<file path="config.mk">
export PLATFORM = sky130hd
export DESIGN_NAME = sobel_window_sequencer
export DESIGN_NICKNAME = d
export VERILOG_FILES = /design/src/rtl/sobel_window_sequencer.sv
export SDC_FILE = /design/constraint.sdc
export NUM_CORES = 1
export LEC_CHECK = 0
export CORE_MARGIN = 2
export CORE_UTILIZATION = 53
export DETAILED_ROUTE_END_ITERATION = 7
export PLACE_DENSITY_LB_ADDON = 0.25
export SYNTH_ARGS = -nofsm -noshare
export SYNTH_HDL_FRONTEND = slang
export SYNTH_SLANG_ARGS = --single-unit
</file>
<file path="constraint.sdc">
create_clock -name clk -period 6.55 [get_ports clk]
set_input_delay 0.9825 -clock clk [delete_from_list [all_inputs] [get_ports clk]]
set_output_delay 0.9825 -clock clk [all_outputs]
set_load 0.05 [all_outputs]
</file>
<file path="src/rtl/sobel_window_sequencer.sv">
// rtl/sobel_window_sequencer.sv - walks interior pixels, fetches 3x3 windows, issues them over valid/ready
// One buffer read per cycle; centre address advanced incrementally so no multiplier is needed.
module sobel_window_sequencer #(
   parameter int HEIGHT = 120,
   parameter int WIDTH  = 160,
   parameter int ADDR_W = 15
) (
   input  logic              clk,
   input  logic              rst,
   input  logic              start,
   output logic              busy,
   output logic              done,
   output logic              rd_en,
   output logic [ADDR_W-1:0] rd_addr,
   input  logic [7:0]        rd_data,
   output logic              win_valid,
   input  logic              win_ready,
   output logic [71:0]       win_data,
   output logic [ADDR_W-1:0] win_addr
);

   localparam int XW = $clog2(WIDTH);
   localparam int YW = $clog2(HEIGHT);

   typedef enum logic [1:0] {S_IDLE, S_FETCH, S_ISSUE, S_DONE} state_t;

   state_t              state, state_n;
   logic [3:0]          cnt, cnt_n;
   logic [XW-1:0]       cx, cx_n;
   logic [YW-1:0]       cy, cy_n;
   logic [ADDR_W-1:0]   caddr, caddr_n;
   logic [71:0]         win_data_n;
   logic [ADDR_W-1:0]   win_addr_n, rd_addr_n;
   logic                rd_en_n, win_valid_n, busy_n, done_n;

   // Offset of tap k from the top-left neighbour of the centre.
   function automatic logic [ADDR_W-1:0] tap_off(input logic [3:0] k);
      logic [ADDR_W-1:0] w;
      w = ADDR_W'(WIDTH);
      case (k)
         4'd1:    tap_off = ADDR_W'(1);
         4'd2:    tap_off = ADDR_W'(2);
         4'd3:    tap_off = w;
         4'd4:    tap_off = w + ADDR_W'(1);
         4'd5:    tap_off = w + ADDR_W'(2);
         4'd6:    tap_off = w + w;
         4'd7:    tap_off = w + w + ADDR_W'(1);
         4'd8:    tap_off = w + w + ADDR_W'(2);
         default: tap_off = '0;
      endcase
   endfunction

   always_ff @(posedge clk or posedge rst) begin
      if (rst) begin
         state     <= S_IDLE;
         cnt       <= '0;
         cx        <= XW'(1);
         cy        <= YW'(1);
         caddr     <= ADDR_W'(WIDTH + 1);
         win_data  <= '0;
         win_addr  <= '0;
         rd_addr   <= '0;
         rd_en     <= 1'b0;
         win_valid <= 1'b0;
         busy      <= 1'b0;
         done      <= 1'b0;
      end else begin
         state     <= state_n;
         cnt       <= cnt_n;
         cx        <= cx_n;
         cy        <= cy_n;
         caddr     <= caddr_n;
         win_data  <= win_data_n;
         win_addr  <= win_addr_n;
         rd_addr   <= rd_addr_n;
         rd_en     <= rd_en_n;
         win_valid <= win_valid_n;
         busy      <= busy_n;
         done      <= done_n;
      end
   end

   always_comb begin
      state_n    = state;
      cnt_n      = cnt;
      cx_n       = cx;
      cy_n       = cy;
      caddr_n    = caddr;
      win_data_n = win_data;
      win_addr_n = win_addr;
      case (state)
         S_IDLE: begin
            cx_n    = XW'(1);
            cy_n    = YW'(1);
            caddr_n = ADDR_W'(WIDTH + 1);
            cnt_n   = '0;
            if (start) state_n = S_FETCH;
         end
         S_FETCH: begin
            // Data for the read issued last cycle lands in tap cnt-1.
            for (int k = 0; k < 9; k++)
               if (cnt == 4'(k + 1)) win_data_n[8*k +: 8] = rd_data;
            if (cnt == 4'd9) begin
               state_n    = S_ISSUE;
               win_addr_n = caddr;
            end else begin
               cnt_n = cnt + 4'd1;
            end
         end
         S_ISSUE: begin
            if (win_ready) begin
               if (cx == XW'(WIDTH - 2) && cy == YW'(HEIGHT - 2)) begin
                  state_n = S_DONE;
               end else begin
                  if (cx == XW'(WIDTH - 2)) begin
                     cx_n    = XW'(1);
                     cy_n    = cy + YW'(1);
                     caddr_n = caddr + ADDR_W'(3);
                  end else begin
                     cx_n    = cx + XW'(1);
                     caddr_n = caddr + ADDR_W'(1);
                  end
                  cnt_n   = '0;
                  state_n = S_FETCH;
               end
            end
         end
         default: state_n = S_IDLE;
      endcase

      // Outputs are registered from the next-state values so they line up with the state they describe.
      rd_en_n     = (state_n == S_FETCH) && (cnt_n <= 4'd8);
      rd_addr_n   = rd_en_n ? (caddr_n - ADDR_W'(WIDTH + 1) + tap_off(cnt_n)) : rd_addr;
      win_valid_n = (state_n == S_ISSUE);
      busy_n      = (state_n != S_IDLE);
      done_n      = (state_n == S_DONE);
   end

endmodule

</file>
==> run metrics <==
outcome complete, no violations; starting DRC count in detailed routing 286; Total Routed Length 15.3 mm; Mapped Area 6860 sq um; prevailing post-synth register cell dfrtp_1; flip-flop and latch area 3560 sq um; die height 118 um; Least-Margin Pin Slew between 1 and 1.5 ns; post-route setup slack 1.08 ns; Ys Warns 0; Mapped Cells approximately 570; vias in the first global route roughly 5000; Synthesized Nets 620; Place WS 0.720 ns; Worst-path clk slew 0.06 ns; Area growth syn-to-layout 27.6%; clock buffer count from CTS 17; DR vias/cell ~5.5; max incr delay on CP 0.62 ns; startpoint type of the worst setup path input pin; Fin Setup TNS 0 ns; synth unique cells 58; CTS Root Cell clkbuf_16; worst-path maximum fanout 7; Post-DP HPWL 11.0 mm; met3 usage 5.14%; most common cell after layout, fill and taps aside dfrtp_1; row count between 40 and 50; Seq cells post-synth approximately 140; total grt overflow 0; initial antenna violation count 0; all-layer global routing usage 23.5%; syn avg cell area 11.9 sq um; H-tree depth 4; fillers roughly 940; max-cap violations 0; Worst path most repeated cell ha_1; Reg-to-Reg Start cx[0]$_DFFE_PP1P_; Initial Util 54.4%; first-pass GRT wire length 25.7 mm; hold path startpoint win_data[13]$_DFFE_PP0P_; Post-synth EDFFs 0; CTS tree done; required time of the critical path 6.85 ns; final hold vios 0; clk_lat worst skew 0.42 ns; clk sinks 142; die area roughly 14000 sq um; Final period util 83.6%; CP max-delay cell clkdlybuf4s50_1; RSZ-0062 raised after global routing no; GRT Max-Usage Layer met2; post-synthesis sequential area ratio about 52%; RD Place Congestion 0.891; core area around 13000 sq um; post-detailed-route wirelength per cell 17.3 um; hold depth 1; num ports 118; 1st-pass router iterations 4; met1 usage 30.5%; Hold WC Path Type flop to flop; Post-CTS Setup Inserts 0; Worst Path Arrival 5.78 ns; skew final 0.00989 ns; critical path class input pin to flop; CP Launch Point win_ready; Final min period 5.47 ns; fmax approximately 180 MHz; Reg2Reg Depth 22; Final Slew Violations 0; met2 usage roughly 38%; # setup viols final 0; die outline width 118 um; most frequent cells in the layout 137 x dfrtp_1, 117 x clkdlybuf4s50_1, 96 x mux2_2; # diodes 0; CP cell instances clkdlybuf4s50_1, nand2b_4, or2_1, a21o_4, a21oi_1, inv_1, ha_1, mux2_2, a22oi_1, ha_1, inv_1, ha_1, a21o_1, a21o_1, a2111oi_2, o31ai_1, a31oi_1, xnor2_1, mux2_2; relative slew slack 19.7%; Multi-input gate area 3100 sq um; via count 4821; # hold bufs at CTS 0; DR DRC count 0; layout cells sized above 1 22.0%; Max clock buf depth 2; Async S/R FF share, synth 100%; Setup crit end kind flop; Routed Antenna Nets 0; largest net degree at the start of global routing 89; fin nets 745; I/O Buffers 117; post-CTS sizing 0
==> stage by stage <==
stage	hold slack (ns)	cell area, sq um	util, %	instances
5_1_grt	0.515	8750	69.3	882
2_1_floorplan	0.490	6860	-	574
3_5_place_dp	0.495	8220	65.1	852
3_3_place_gp	0.488	8220	65.1	852
6_report	0.504	8750	69.3	882
4_1_cts	0.507	8750	69.3	882
==> worst paths after layout <==
path	endpoint	slack, ns
setup / recovery	rd_addr[12]$_DFFE_PP0P_	1.08
hold / removal	win_data[13]$_DFFE_PP0P_	0.50
setup reg to reg	rd_addr[12]$_DFFE_PP0P_	1.29
hold reg to reg	win_data[13]$_DFFE_PP0P_	0.50
max in group asynchronous	state[0]$_DFF_PP0_	4.28
min in group asynchronous	rd_addr[10]$_DFFE_PP0P_	1.07
==> routing by layer <==
metal / up-vias / wire length (um) / share of wire [%]
met5: - / 0 / 0
met4: 0 / 302 / 2.0
met3: 22 / 495 / 3.2
met2: 108 / 7590 / 50
met1: 2441 / 6880 / 45
li1: 2250 / - / -
==> cells by family (layout without fill, tap and decap cells) <==
| kind of cell | count (synthesis) | after routing | share of synthesized area [%] |
|---|---|---|---|
| muxes | 102 | 102 | 16.6 |
| AOI/OAI and AO/OA | 60 | 60 | 5.62 |
| buffers and inverters | 51 | 187 | 2.90 |
| adders and majority gates | 34 | 34 | 6.42 |
| DFF | 142 | 142 | 51.9 |
| xor gates and xnor gates | 29 | 29 | 3.70 |
| and+or+nand+nor | 156 | 156 | 12.8 |
==> layout make-up <==
cell class	count	share of cell area, %
clock buffers	24	5.39
clock inverters	6	0.715
inverters	37	1.64
multi-input cells	381	35.5
flip-flops and latches	142	40.7
well taps	172	2.46
repair buffers	120	13.6
==> registers in the layout, indices dropped and copies added, names as in the netlist <==
| name | count |
|---|---|
| busy | 1 |
| caddr | 15 |
| cnt | 4 |
| cx | 8 |
| cy | 7 |
| done | 1 |
| rd_addr | 15 |
| rd_en | 1 |
| state | 2 |
| win_addr | 15 |
| win_data | 72 |
| win_valid | 1 |
==> Yosys cell counts (all sizes together), types with 2 or more instances <==
cell	count	area [sq um]
o31ai	3	22.5
dfstp	5	131
xnor2	12	105
nand3b	4	30.0
buf	5	26.3
o21ai	15	75.1
nor2b	4	25.0
a21oi	18	90.1
dfrtp	137	3430
a31oi	2	12.5
a21o	6	52.6
o21bai	2	15.0
xor2	17	149
fa	2	40.0
nand4	5	31.3
or4b	2	20.0
nand2	39	146
a22oi	2	15.0
nor4	6	86.3
inv	37	139
nor3	7	51.3
nand4b	2	23.8
mux2i	6	60.1
clkbuf	9	33.8
nand2b	10	70.1
or3	5	36.3
nor2	38	143
ha	32	400
o211ai	4	30.0
or2	12	75.1
nand3	16	85.1
mux2	96	1080
==> worst max-delay path, delay by kind of cell <==
family / cells / cell delay (ns)
simple gates: 2 / 0.45
compound gates: 8 / 2.14
mux: 2 / 0.52
buf+inv: 3 / 0.85
xor+xnor: 1 / 0.09
fa+ha+maj: 3 / 0.75
Power is left out: the tool's default activity adds up to more than one toggle a clock period on the data nets, which glitch-free logic cannot reach.
